<file path="src/rtl/hilo_unit.sv">
// hilo_unit: architectural HI/LO register pair with a mul/div completion
// tracker. A result that was flushed while in flight is drained and
// discarded, so it never reaches HI/LO.
module hilo_unit #(
    parameter int unsigned TIMEOUT = 64
) (
    input  logic        clk,
    input  logic        rst,
    input  logic        md_start,
    input  logic        md_done,
    input  logic [63:0] md_hilo,
    input  logic        md_cancel,
    input  logic        wb_we_hi,
    input  logic        wb_we_lo,
    input  logic [31:0] wb_wdata,
    input  logic        rd_req,
    input  logic        rd_sel,
    output logic [31:0] rd_data,
    output logic        rd_stall,
    output logic        start_block,
    output logic        busy,
    output logic [31:0] hi,
    output logic [31:0] lo,
    output logic        err
);

    localparam logic [1:0] IDLE  = 2'd0;
    localparam logic [1:0] BUSY  = 2'd1;
    localparam logic [1:0] DRAIN = 2'd2;

    localparam logic [7:0] TIMEOUT_CNT = 8'(TIMEOUT);

    logic [1:0] state;
    logic [1:0] state_next;
    logic [7:0] cnt;
    logic [7:0] cnt_next;
    logic       err_next;
    logic       commit;

    // A completion is committed only when the op was not flushed.
    assign commit = (state == BUSY) && md_done && !md_cancel;

    // Next-state, timeout counter and protocol-error detection.
    always_comb begin
        state_next = state;
        cnt_next   = cnt;
        err_next   = 1'b0;
        case (state)
            IDLE: begin
                // Stray md_done and lone md_cancel are ignored here.
                if (md_start) begin
                    state_next = md_cancel ? DRAIN : BUSY;
                    cnt_next   = 8'd0;
                end
            end
            BUSY: begin
                err_next = md_start;
                if (md_done) begin
                    // Committed or (with cancel) discarded; either way done.
                    state_next = IDLE;
                end else if (md_cancel) begin
                    state_next = DRAIN;
                    cnt_next   = 8'd0;
                end else if (cnt == TIMEOUT_CNT) begin
                    state_next = IDLE;
                    err_next   = 1'b1;
                end else begin
                    cnt_next = cnt + 8'd1;
                end
            end
            DRAIN: begin
                err_next = md_start;
                if (md_done) begin
                    state_next = IDLE;
                end else if (cnt == TIMEOUT_CNT) begin
                    state_next = IDLE;
                    err_next   = 1'b1;
                end else begin
                    cnt_next = cnt + 8'd1;
                end
            end
            default: begin
                state_next = IDLE;
                cnt_next   = 8'd0;
            end
        endcase
    end

    // Control state, counter and registered error pulse.
    always_ff @(posedge clk or negedge rst) begin
        if (!rst) begin
            state <= IDLE;
            cnt   <= 8'd0;
            err   <= 1'b0;
        end else begin
            state <= state_next;
            cnt   <= cnt_next;
            err   <= err_next;
        end
    end

    // HI/LO update: a committing result overrides any same-cycle MTHI/MTLO.
    always_ff @(posedge clk or negedge rst) begin
        if (!rst) begin
            hi <= 32'd0;
            lo <= 32'd0;
        end else if (commit) begin
            hi <= md_hilo[63:32];
            lo <= md_hilo[31:0];
        end else begin
            if (wb_we_hi) hi <= wb_wdata;
            if (wb_we_lo) lo <= wb_wdata;
        end
    end

    // Read path with bypass from the completing result, then from write-back.
    always_comb begin
        if (commit) begin
            rd_data = rd_sel ? md_hilo[63:32] : md_hilo[31:0];
        end else if (rd_sel && wb_we_hi) begin
            rd_data = wb_wdata;
        end else if (!rd_sel && wb_we_lo) begin
            rd_data = wb_wdata;
        end else begin
            rd_data = rd_sel ? hi : lo;
        end
    end

    assign rd_stall    = rd_req && (state == BUSY) && !(md_done && !md_cancel);
    assign start_block = (state == DRAIN);
    assign busy        = (state == BUSY) || (state == DRAIN);

endmodule

</file>
<file path="config.mk">
export PLATFORM = sky130hd
export DESIGN_NAME = hilo_unit
export DESIGN_NICKNAME = d
export VERILOG_FILES = /design/src/rtl/hilo_unit.sv
export SDC_FILE = /design/constraint.sdc
export NUM_CORES = 1
export LEC_CHECK = 0
export CORE_ASPECT_RATIO = 0.75
export CORE_MARGIN = 5
export CORE_UTILIZATION = 40
export CTS_CLUSTER_DIAMETER = 80
export CTS_CLUSTER_SIZE = 24
export DETAILED_ROUTE_END_ITERATION = 6
export GPL_TIMING_DRIVEN = 0
export PLACE_DENSITY = 0.79
export SYNTH_ARGS = -nofsm -noshare
export SYNTH_HDL_FRONTEND = slang
export SYNTH_SLANG_ARGS = --single-unit
</file>
<file path="constraint.sdc">
create_clock -name clk -period 1.9 [get_ports clk]
set_input_delay 0.38 -clock clk [delete_from_list [all_inputs] [get_ports clk]]
set_output_delay 0.38 -clock clk [all_outputs]
set_load 0.01 [all_outputs]
</file>
Yosys cells after proc, flatten, opt, wreduce, memory -nomap -nowiden
Index checks and enable logic that the tools add are counted.
Widths: inputs -> output; s select.
{"block": "word_totals", "register_bits": 75, "input_bits": 105, "output_inout_bits": 100, "wordCells": 54}
{"block": "op_classes", "add_sub_neg": 1, "eq_ne": 6, "muxes": 27, "n_reduce_logical": 15}
{"op": "$mux 32", "count": 9}
{"op": "$mux 8", "count": 5}
{"op": "$pmux 8 s3", "count": 1}
{"op": "$mux 2", "count": 6}
{"op": "$add 8x1->8 const B", "count": 1}
{"op": "$eq 8x7->1 const B", "count": 1}
{"op": "$logic_and 1x1->1", "count": 7}
{"op": "$ne 2x2->1 const B", "count": 3}
{"op": "$pmux 2 s3", "count": 1}
{"op": "$mux 1", "count": 4}
{"op": "$reduce_bool 2->1", "count": 2}
{"op": "$logic_not 1->1", "count": 3}
{"op": "$reduce_and 3->1", "count": 1}
{"op": "$eq 2x1->1 const B", "count": 1}
{"op": "$eq 2x2->1 const B", "count": 1}
{"op": "$logic_not 2->1", "count": 1}
{"op": "$pmux 1 s2", "count": 1}
{"op": "$logic_or 1x1->1", "count": 1}

Longest topological paths before layout
Gate-level depths: netlist (run 1).
{"block": "logic_depth", "ltp_word": 5, "ltp_mapped": 8, "ltp_nobuf": 6}

Worst setup path before layout (run 1)
No wires, ideal clock.
{"block": "synth_path", "path_kind": "reg2out", "startpoint": "register state[1]", "endpoint": "output rd_data[30]", "arrival_ps": 1507, "required_time_ps": 1520, "slack_ps": 13, "path_stages_with_launch": 8, "path_buffers": 1, "path_cell_list": "dfrtp_1 inv_1 ha_1 and3b_1 buf_2 nand2_1 nand2_1 a221o_1"}
{"block": "synth_between", "elab_chain_len": 4}
{"item": "start: declaration", "line_no": "33", "source": "logic [1:0] state;"}
{"item": "start signal: assignment", "line_no": "96", "source": "state <= state_next;"}
{"item": "$eq 2x1->1", "line_no": "41", "source": "assign commit = (state == BUSY) && md_done && !md_cancel;"}
{"item": "$logic_and 1x1->1 (2 in series)", "line_no": "41"}
{"item": "$mux 32", "line_no": "118", "source": "if (commit) begin"}
{"item": "end: declaration", "line_no": "18", "source": "output logic [31:0] rd_data,"}
Every way passes these cells.

Worst setup path in the final report (run 1)
Ends and elaborated chain as after synthesis.

==> results of run 1 <==
## cell usage in the layout, fill, tap and decap left out, drive strengths merged, types with 2 or more instances in the layout
cell / count
nor2b: 3
nor2: 5
a21oi: 4
or3: 3
clkinvlp: 2
nand3b: 2
o31ai: 4
clkbuf: 31
a221o: 2
clkdlybuf4s15: 27
dfrtp: 75
inv: 9
o211ai: 31
a22o: 6
nand3: 4
clkdlybuf4s50: 163
ha: 6
buf: 49
nor3: 3
and3: 3
o21ai: 102
nand2: 99
dlygate4sd2: 4
mux2i: 127
## how the worst min path moves through the flow
| stage | startpoint | cells after the start | to | slack, ns |
|---|---|---|---|---|
| 5_1_grt | rst | 1 | cnt[0]$_DFFE_PN0P_ | 0.04 |
| 6_report | rst | 1 | cnt[0]$_DFFE_PN0P_ | 0.005 |
| 2_1_floorplan | rst | 0 | cnt[0]$_DFFE_PN0P_ | 0.08 |
| 3_3_place_gp | cnt[3]$_DFFE_PN0P_ | 1 | cnt[3]$_DFFE_PN0P_ | 0.55 |
| 3_5_place_dp | rst | 1 | cnt[0]$_DFFE_PN0P_ | 0.37 |
| 4_1_cts | rst | 1 | cnt[0]$_DFFE_PN0P_ | 0.02 |
## per-layer routing
| layer | track usage (%) | vias up | share of wire (%) |
|---|---|---|---|
| li1 | - | 2426 | - |
| met1 | 32.3 | 2554 | 43 |
| met2 | 41.3 | 260 | 47 |
| met3 | 7.73 | 32 | 8.4 |
| met4 | 7.33 | 0 | 1.7 |
| met5 | 0 | - | 0 |
## worst max-delay path: cells and delay by family (launching register included)
family,cells,cell delay [ns]
AOI/OAI and AO/OA,1,0.32
adders and majority gates,1,0.13
buffers and inverters,4,0.49
DFF,1,0.39
and+or+nand+nor,3,0.23
## sequential cells by signal (all words and copies together) (netlist names)
register and count:
lo 32, err 1, hi 32, state 2, cnt 8
## logic make-up (layout without fill, tap and decap cells)
family          count (synthesis)  in the layout  share of synthesized area, %
compound gates                154            154                          18.4
simple gates                  129            129                          11.5
mux                           128            128                          26.0
flops                          75             75                          37.9
buf+inv                        51            287                          4.65
fa+ha+maj                       6              6                          1.52
## what timing repair did
item                                   4_1_cts  5_1_grt
resized for setup                          179       22
setup endpoints to repair                   89       43
pin swaps                                    3        1
setup buffers                               13        4
endpoints found under the hold margin        0        0
## per-stage QoR
step	cell area, sq um	setup slack [ns]
after global routing	7860	-0.439
after floorplan	4950	0.0134
final	7860	-0.384
after global placement	7180	-2.21
after detailed placement	7200	-1.35
after CTS	7800	-0.356
## layout make-up
class,instances,share of cell area (%)
flip-flops and latches,75,23.9
clock inverters,4,0.637
multi-input cells,417,37.3
repair buffers,220,27.8
well taps,166,2.64
plain buffers,42,4.06
clock buffers,12,3.13
inverters,9,0.461
## power groups by stage
stage                     logic [mW]  clock network (mW)  registers [mW]
final                           3.62                1.69            2.32
after global routing            3.91                1.79            2.37
after CTS                       3.55                1.73            2.31
after detailed placement        3.36                   0            2.33
after global placement          3.29                   0            2.32
after floorplan                 1.38                   0            2.43
==> summary.txt, run 1 <==
Status
  – Status: finished, violations left
  – Failing checks: setup timing

Timing
  – Post-route setup TNS: -8.82 ns
  – Max-slew violations: 0
  – Final setup margin: -0.384 ns
  – Final setup viols: 33
  – RSZ-0062 raised after global routing: yes
  – Final hold viol count: 0
  – Worst slew pin tran: 0.597 ns
  – Fin Clk Skew: 0.00776 ns
  – Fmax: 0.438 GHz
  – Period minus WS final: 2.28 ns
  – Hold_ws: 0.00539 ns
  – Relative slew slack: 60.2%
  – Final period util: 120%

Placement
  – Final HPWL DP: 13500 microns
  – Placed Cells: 912
  – IO buf count: 202
  – RePlAce Congestion: 0.870

Setup path
  – Worst-path fanout max: 8
  – CP arrival: 1.90 ns
  – CP Capture Point: rd_data[30]
  – Worst r2r dst: cnt[0]$_DFFE_PN0P_
  – Worst R2R Setup Slack: -0.03 ns
  – CP required: 1.52 ns
  – Critical path's slowest cell: dfrtp_1
  – Crit end category: output pin
  – Worst Path Class, Setup: flip-flop to output pin
  – Critical Path Start Type: flip-flop
  – Cell chain of the critical path: inv_2, ha_4, nand3b_1, buf_6, buf_6, nand3b_1, nand2_1, a221o_1, buf_6
  – Most used cell along the critical path: buf_6
  – Reg2reg path depth: 7
  – Critical path's largest stage delay: 0.39 ns
  – Critical path origin: state[1]$_DFFE_PN0P_
  – R2R Path Start: state[0]$_DFFE_PN0P_

Pwr
  – Gate power share: 47.5%
  – Int Power: 4.93 mW
  – IR drop worst, VDD: 0.000622 V
  – Total Power: 7.63 mW
  – Leak: 3.42 nW
  – Clk pwr share: 22.2%
  – Cell Pwr Density: 970 nW/um^2
  – Sequential Power Share: 30.4%
  – Switch Pwr: 2.70 mW
  – Switching Share: 35.4%

Routing
  – Wire per inst: 19.9 microns
  – DR vias/cell: 5.58
  – DRT iter0 DRCs: 321
  – Iteration count of the initial detailed-routing pass: 5
  – Final wirelength: 18800 microns
  – Via Count: 5272
  – Antenna Nets Post-Route: 0
  – Residual DRC: 0

CTS
  – CTS H-tree depth: 3
  – Num CTS Buffers: 9
  – Worst-path clk slew: 0.05 ns
  – Skew-Pair Late Insertion Delay: 0.33 ns
  – Clk buf depth: 2
  – Hold Buf Count CTS: 0
  – Root buffer cell: clkbuf_16
  – TritonCTS sink count: 75
  – CTS tree: done

Floorplan
  – Die Y: 106 microns
  – Row Count: 35
  – Die Footprint: 14700 sq um
  – Core Box Area: 12200 sq um
  – Ports: 205
  – Effective utilization at floorplan: 40.5%
  – Die width: 138 microns

Finish
  – Area grow syn2layout: 58.8%
  – Final net count: 885
  – Register area: 1880 sq um
  – Share of layout cells above drive strength 1: 15.8%
  – Fill count: 994
  – Final std cells w/o fill: 945
  – Multi-input logic area: 2940 sq um
  – Number of diodes: 0
  – Util after Layout: 64.4%

GRT
  – Global-route wire length before repair: 30200 microns
  – Antenna violations before repair: 0
  – Overflow after GRT: 0
  – Vias in the first global route: 5592
  – Overall routing resource usage: 25.2%
  – Largest net degree at the start of global routing: 43

Logic synthesis
  – Synth area leader: dfrtp_1
  – Mapped Nets: 654
  – Top_reg_cell synth: dfrtp_1
  – Post-synth EDFFs: 0
  – Yosys reg bits: 75
  – Area contributors post-synth: dfrtp_1, mux2i_1, o21ai_0
  – Synthesized instance count: 543
  – Top post-synthesis cells by count: mux2i_1, nand2_1, o21ai_0, dfrtp_1, o211ai_1
  – Synth cell types: 39
  – YS warnings: 0
  – Post-Syn Area: 4950 sq um
  – Syn avg cell area: 9.12 sq um
  – Sequential area share after synthesis: 37.9%
  – Most frequent cell after synthesis: mux2i_1
  – Top-area cell type share of the netlist area: 37.9%
  – Async SR Flop Fraction: 100%

Hold path
  – Hold Crit Class: input pin to asynchronous set/reset pin

Flow run
  – Max-Cap Viols: 0
No activity file was read; power rests on OpenSTA's default activity.
==> inputs of run 2 (changes only) <==
--- a/config.mk
+++ b/config.mk
@@ -13,6 +13,7 @@
 export DETAILED_ROUTE_END_ITERATION = 6
 export GPL_TIMING_DRIVEN = 0
 export PLACE_DENSITY = 0.79
+export SETUP_SLACK_MARGIN = 0.2
 export SYNTH_ARGS = -nofsm -noshare
 export SYNTH_HDL_FRONTEND = slang
 export SYNTH_SLANG_ARGS = --single-unit
==> run 2 against run 1 <==
  * The flow still finishes with violations (setup timing)
  * Sequential share of layout area decreased by 0.38 points
  * Combinational power increased by 5.8%
  * Wire length increased by 1.6%
  * Highest routed layer unchanged
  * Critical path depth decreased by 1
==> summary.txt, run 2 (synthesized netlist as in run 1, its figures left out) <==
Pwr
  – Sequential Power Share: 30.2% (-0.2 points)
  – Clk pwr share: 19.9% (-2.3 points)
  – Gate power share: 49.9% (+2.4 points)
  – Leak: 3.61 nW (+5.5%)
  – Int Power: 4.90 mW (-0.65%)
  – Cell Pwr Density: 960 nW/um^2 (-1.1%)
  – Switching Share: 36.2% (+0.88 points)
  – Switch Pwr: 2.78 mW (+3.2%)
  – IR drop worst, VDD: 0.000694 V (+12%)

Finish
  – Util after Layout: 65.5% (+1.2 points)
  – Number of diodes: 0 (unchanged)
  – Commonest non-fill, non-tap cell in the layout: clkdlybuf4s50_1
  – Fill count: 960 (-3.4%)
  – Share of layout cells above drive strength 1: 18.8% (+3.0 points)
  – Most frequent cells in the layout: clkdlybuf4s50_1, mux2i_1, nand2_1
  – Multi-input logic area: 3000 sq um (+2.0%)
  – Final net count: 890 (+0.56%)
  – Register area: 1880 sq um (+0.20%)
  – Final std cells w/o fill: 949 (+0.42%)
  – Area grow syn2layout: 61.7%
  – Top Registers: hi: 32 flops, lo: 32 flops, cnt: 8 flops

Setup path
  – Crit end category: output pin
  – Critical Path Start Type: flip-flop
  – Worst Path Class, Setup: flip-flop to output pin
  – Worst-path fanout max: 5 (-3)
  – CP arrival: 1.85 ns (-0.05 ns)
  – CP required: 1.52 ns (about the same)

Routing
  – Final wirelength: 19100 microns (+1.6%)
  – Iteration count of the initial detailed-routing pass: 5 (unchanged)
  – Wire per inst: 20.2 microns (+1.2%)
  – Residual DRC: 0 (unchanged)
  – DRT iter0 DRCs: 324 (+0.93%)
  – DR vias/cell: 5.66 (+1.4%)
  – Via Count: 5367 (+1.8%)
  – Antenna Nets Post-Route: 0 (unchanged)

Floorplan
  – Effective utilization at floorplan: 40.5% (unchanged)
  – Die Y: 106 microns (unchanged)
  – Die width: 138 microns (unchanged)
  – Die Footprint: 14700 sq um (unchanged)
  – Core Box Area: 12200 sq um (unchanged)
  – Row Count: 35 (unchanged)
  – Ports: 205 (unchanged)

Timing
  – Final hold viol count: 0 (unchanged)
  – Final period util: 117% (-2.8 points)
  – Max-slew violations: 0 (unchanged)
  – Fin Clk Skew: 0.00652 ns (-0.00123 ns)
  – Relative slew slack: 65.5% (+5.3 points)
  – Final setup viols: 38 (+15%)
  – Final setup margin: -0.331 ns (+0.0532 ns)
  – Fmax: 0.448 GHz (+2.4%)
  – Worst slew pin tran: 0.513 ns (-0.0848 ns)
  – Period minus WS final: 2.23 ns (-0.0532 ns)
  – Hold_ws: 0.524 ns (+0.518 ns)
  – RSZ-0062 raised after global routing: yes

CTS
  – Clk buf depth: 2 (unchanged)
  – Root buffer cell: clkbuf_16
  – CTS tree: done
  – Worst-path clk slew: 0.06 ns (about the same)
  – CTS H-tree depth: 3 (unchanged)
  – Skew-Pair Late Insertion Delay: 0.33 ns (about the same)
  – TritonCTS sink count: 75 (unchanged)
  – Num CTS Buffers: 9 (unchanged)

GRT
  – Vias in the first global route: 5531 (-1.1%)
  – Overflow after GRT: 0 (unchanged)
  – Global-route wire length before repair: 30200 microns (unchanged)
  – Overall routing resource usage: 25.2% (+0.034 points)
  – Largest net degree at the start of global routing: 45 (+4.7%)
  – Antenna violations before repair: 0 (unchanged)

Hold path
  – Hold Crit Class: input pin to asynchronous set/reset pin

Placement
  – RePlAce Congestion: 0.984 (+13%)
  – Final HPWL DP: 13600 microns (+0.61%)
  – IO buf count: 202 (unchanged)
  – Pre-CTS WS: -1.26 ns (+0.0909 ns)
  – Placed Cells: 912 (unchanged)

Flow run
  – Max-Cap Viols: 0 (unchanged)

Status
  – Status: finished, violations left
  – Failing checks: setup timing
run 2: final timing paths:
kind | start | end | slack (ns) | depth (start not counted)
max | state[1]$_DFFE_PN0P_ | rd_data[30] | -0.33 | 8
min | rst | state[0]$_DFFE_PN0P_ | 0.52 | 2
max reg2reg | state[0]$_DFFE_PN0P_ | cnt[0]$_DFFE_PN0P_ | -0.23 | 8
min reg2reg | lo[19]$_DFFE_PN0P_ | lo[19]$_DFFE_PN0P_ | 0.59 | 2
max in group asynchronous | rst | lo[12]$_DFFE_PN0P_ | 0.78 | 3
min in group clk | wb_we_lo | lo[21]$_DFFE_PN0P_ | 0.58 | 3
run 2: power groups by stage:
stage / registers [mW] / clock network, mW / logic, mW
3_5_place_dp: 2.34 / 0 / 3.41
2_1_floorplan: 2.44 / 0 / 1.41
4_1_cts: 2.31 / 1.57 / 3.64
6_report: 2.32 / 1.53 / 3.83
3_3_place_gp: 2.32 / 0 / 3.32
5_1_grt: 2.37 / 1.63 / 4.11
run 2: layer usage:
metal / part of all wire (%) / vias to the layer above / track usage (%)
li1: - / 2439 / -
met1: 42 / 2640 / 32.5
met2: 48 / 260 / 41.2
met3: 8.6 / 28 / 7.55
met4: 1.6 / 0 / 7.48
met5: 0 / - / 0
run 2: layout make-up:
cell class | count | area share [%]
sequential | 75 | 23.5
multi-input combinational | 417 | 37.4
clock buffer | 12 | 3.08
inverter | 9 | 0.484
timing repair buffer | 225 | 27.6
buffer | 42 | 5.13
clock inverter | 3 | 0.188
tap | 166 | 2.59
run 2: metrics by stage:
stage	power (mW)	cell area, sq um	setup TNS (ns)
floorplan	3.85	4980	0
global placement	5.64	7210	-219.72
detailed placement	5.76	7240	-58.63
CTS	7.52	7790	-10.30
global route	8.10	8010	-12.87
finish	7.68	8010	-9.53
run 2: timing repair:
item / CTS / global route
resized for setup: 194 / 86
hold endpoints to repair: 7 / 0
buffers inserted: 12 / 9
endpoints found under the setup margin: 101 / 119
pin swaps: 2 / 1
hold buffers: 1 / 0
run 2: critical path: stages (launching register included):
cell and delay (ns):
dfrtp_2 0.38, inv_2 0.05, ha_4 0.16, and3b_2 0.22, buf_6 0.14, nand2_4 0.07
nand2_2 0.04, a221o_1 0.31, buf_6 0.13
==> inputs of run 3 (changes only) <==
--- a/config.mk
+++ b/config.mk
@@ -5,14 +5,16 @@
 export SDC_FILE = /design/constraint.sdc
 export NUM_CORES = 1
 export LEC_CHECK = 0
+export CELL_PAD_IN_SITES_DETAIL_PLACEMENT = 1
+export CELL_PAD_IN_SITES_GLOBAL_PLACEMENT = 2
 export CORE_ASPECT_RATIO = 0.75
 export CORE_MARGIN = 5
-export CORE_UTILIZATION = 40
+export CORE_UTILIZATION = 22
 export CTS_CLUSTER_DIAMETER = 80
 export CTS_CLUSTER_SIZE = 24
 export DETAILED_ROUTE_END_ITERATION = 6
 export GPL_TIMING_DRIVEN = 0
-export PLACE_DENSITY = 0.79
+export PLACE_DENSITY_LB_ADDON = 0.1
 export SETUP_SLACK_MARGIN = 0.2
 export SYNTH_ARGS = -nofsm -noshare
 export SYNTH_HDL_FRONTEND = slang
==> constraint.sdc (replaced) <==
create_clock -name clk -period 1.9 [get_ports clk]
set_input_delay 0.38 -clock clk [delete_from_list [all_inputs] [get_ports clk]]
set_output_delay 0.38 -clock clk [all_outputs]
set_load 0.02 [all_outputs]
==> run 3 against run 2 <==
  * The flow still finishes with violations (setup timing)
  * Non-clock buffer count increased by 17
  * Worst setup slack got worse by 0.096 ns
  * Hold slack worse by 0.51 ns
  * Wire length is 26% higher
  * Critical endpoint unchanged
  * Largest power group unchanged
  * Highest routed layer is now met5
==> summary.txt, run 3 (synthesized netlist as in run 1, its figures left out) <==
Setup path
  – R2R Path Start: state[0]$_DFFE_PN0P_
  – Worst-path fanout max: 10 (+5)
  – Critical Path Start Type: flip-flop
  – CP required: 1.52 ns (about the same)
  – Crit end category: output pin
  – Worst R2R Setup Slack: -0.41 ns (-0.18 ns)
  – Worst Path Class, Setup: flip-flop to output pin
  – Reg2reg path depth: 14 (+6)
  – Worst r2r dst: hi[31]$_DFFE_PN0P_
  – CP arrival: 1.95 ns (+0.10 ns)
  – Critical path origin: state[1]$_DFFE_PN0P_

Pwr
  – Total Power: 9.01 mW (+17%)
  – Leak: 4.04 nW (+12%)
  – IR drop worst, VDD: 0.000635 V (-8.5%)
  – Cell Pwr Density: 1010 nW/um^2 (+5.3%)

Timing
  – Fin Clk Skew: 0.00490 ns (-0.00162 ns)
  – Final setup margin: -0.426 ns (-0.0956 ns)
  – RSZ-0062 raised after global routing: yes
  – Final period util: 122% (+5.0 points)
  – Fmax: 0.430 GHz (-4.1%)
  – Period minus WS final: 2.33 ns (+0.0956 ns)
  – Post-route setup TNS: -26.77 ns (-17.24 ns)
  – Hold_ws: 0.00933 ns (-0.515 ns)
  – Final hold viol count: 0 (unchanged)
  – Max-slew violations: 0 (unchanged)
  – Relative slew slack: 64.6% (-0.90 points)
  – Final setup viols: 78 (+110%)
  – Worst slew pin tran: 0.532 ns (+0.0189 ns)

CTS
  – Root buffer cell: clkbuf_16
  – TritonCTS sink count: 75 (unchanged)
  – Clk buf depth: 2 (unchanged)
  – Hold Buf Count CTS: 0 (-1)
  – Skew-Pair Late Insertion Delay: 0.34 ns (about the same)
  – CTS H-tree depth: 3 (unchanged)
  – Worst-path clk slew: 0.06 ns (about the same)
  – Num CTS Buffers: 9 (unchanged)
  – CTS tree: done

Finish
  – Register area: 1880 sq um (unchanged)
  – Final std cells w/o fill: 1095 (+15%)
  – Fill count: 2517 (+160%)
  – Multi-input logic area: 3420 sq um (+14%)
  – Number of diodes: 0 (unchanged)
  – Top Registers: hi: 32 flops, lo: 32 flops, cnt: 8 flops
  – Final net count: 907 (+1.9%)
  – Share of layout cells above drive strength 1: 31.5% (+13 points)
  – Design Area, Final: 8910 sq um (+11%)
  – Most frequent cells in the layout: mux2i_1, clkdlybuf4s50_1, dfrtp_1
  – Commonest non-fill, non-tap cell in the layout: mux2i_1
  – Util after Layout: 40.3% (-25 points)
  – Area grow syn2layout: 80.0%

Routing
  – Residual DRC: 0 (unchanged)
  – Final wirelength: 24100 microns (+26%)
  – Wire per inst: 22.0 microns (+9.0%)
  – DRT iter0 DRCs: 186 (-43%)
  – Antenna Nets Post-Route: 0 (unchanged)
  – DR vias/cell: 4.86 (-14%)
  – Iteration count of the initial detailed-routing pass: 4 (-1)
  – Via Count: 5323 (-0.82%)

Placement
  – DP Area: 7580 sq um (+4.8%)
  – IO buf count: 202 (unchanged)
  – Pre-CTS WS: -1.23 ns (+0.0295 ns)
  – RePlAce Congestion: 0.767 (-22%)
  – Final HPWL DP: 16800 microns (+24%)
  – Placed Cells: 1040 (+14%)

Floorplan
  – Core Box Area: 22100 sq um (+81%)
  – Effective utilization at floorplan: 22.4% (-18 points)
  – Row Count: 47 (+34%)
  – Ports: 205 (unchanged)
  – Die width: 183 microns (+32%)
  – Die Y: 140 microns (+32%)
  – Die Footprint: 25600 sq um (+74%)

GRT
  – Largest net degree at the start of global routing: 44 (-2.2%)
  – Vias in the first global route: 5974 (+8.0%)
  – Overall routing resource usage: 18.2% (-7.0 points)
  – Antenna violations before repair: 2 (+2)
  – Overflow after GRT: 0 (unchanged)
  – Global-route wire length before repair: 36200 microns (+20%)

Status
  – Failing checks: setup timing
  – Status: finished, violations left

Flow run
  – Max-Cap Viols: 0 (unchanged)

Hold path
  – Hold Crit Class: input pin to asynchronous set/reset pin
-- run 3: cell types whose count changed in the layout (fill, tap and decap cells not counted), sizes merged, moves of 3 or more --
cell / before / now
clkdlybuf4s50: 149 / 98
buf: 69 / 101
dlygate4sd2: 2 / 68
clkdlybuf4s15: 18 / 0
clkbuf: 26 / 29
dlymetal6s2s: 14 / 0
-- run 3: report_power, final --
part	leakage, nW	internal [mW]	switching [mW]
logic	2.99	2.25	2.61
registers	0.898	1.98	0.335
clock network	0.155	1.12	0.714
total	4.04	5.35	3.66
-- run 3: worst max path at each step --
stage	end	depth (start not counted)	slack [ns]
2_1_floorplan	rd_data[30]	7	0.09
3_3_place_gp	hi[19]$_DFFE_PN0P_	1	-2.73
3_5_place_dp	rd_data[24]	8	-1.23
4_1_cts	rd_data[30]	8	-0.42
5_1_grt	rd_data[30]	8	-0.50
6_report	rd_data[30]	8	-0.43
-- run 3: worst max-delay path, stage by stage, from the launching register on --
cell	delay (ns)
dfrtp_1	0.40
inv_2	0.09
ha_4	0.15
nand3b_1	0.13
buf_12	0.20
nand3b_1	0.10
nand2_2	0.06
a221o_1	0.33
buf_6	0.15
-- run 3: metal layers --
| metal | GRT usage [%] | up-vias | share of wire, % |
|---|---|---|---|
| met4 | 3.92 | 4 | 1.1 |
| met2 | 28.5 | 166 | 45 |
| li1 | - | 2483 | - |
| met3 | 5.83 | 22 | 7.0 |
| met1 | 24.7 | 2648 | 47 |
| met5 | 0 | - | 0.11 |
-- run 3: cell type report --
type / count / share of cell area (%)
Buffer: 42 / 5.42
Clock buffer: 12 / 2.99
Clock inverter: 4 / 0.533
Inverter: 9 / 0.435
Multi-Input combinational cell: 417 / 38.3
Sequential cell: 75 / 21.1
Tap cell: 294 / 4.13
Timing Repair Buffer: 242 / 27.1
-- run 3: what timing repair did --
item                       CTS  global route
resized for setup          337           153
setup endpoints to repair  173           100
cloned                       2             3
setup buffers               19            15
pin swaps                   12            31
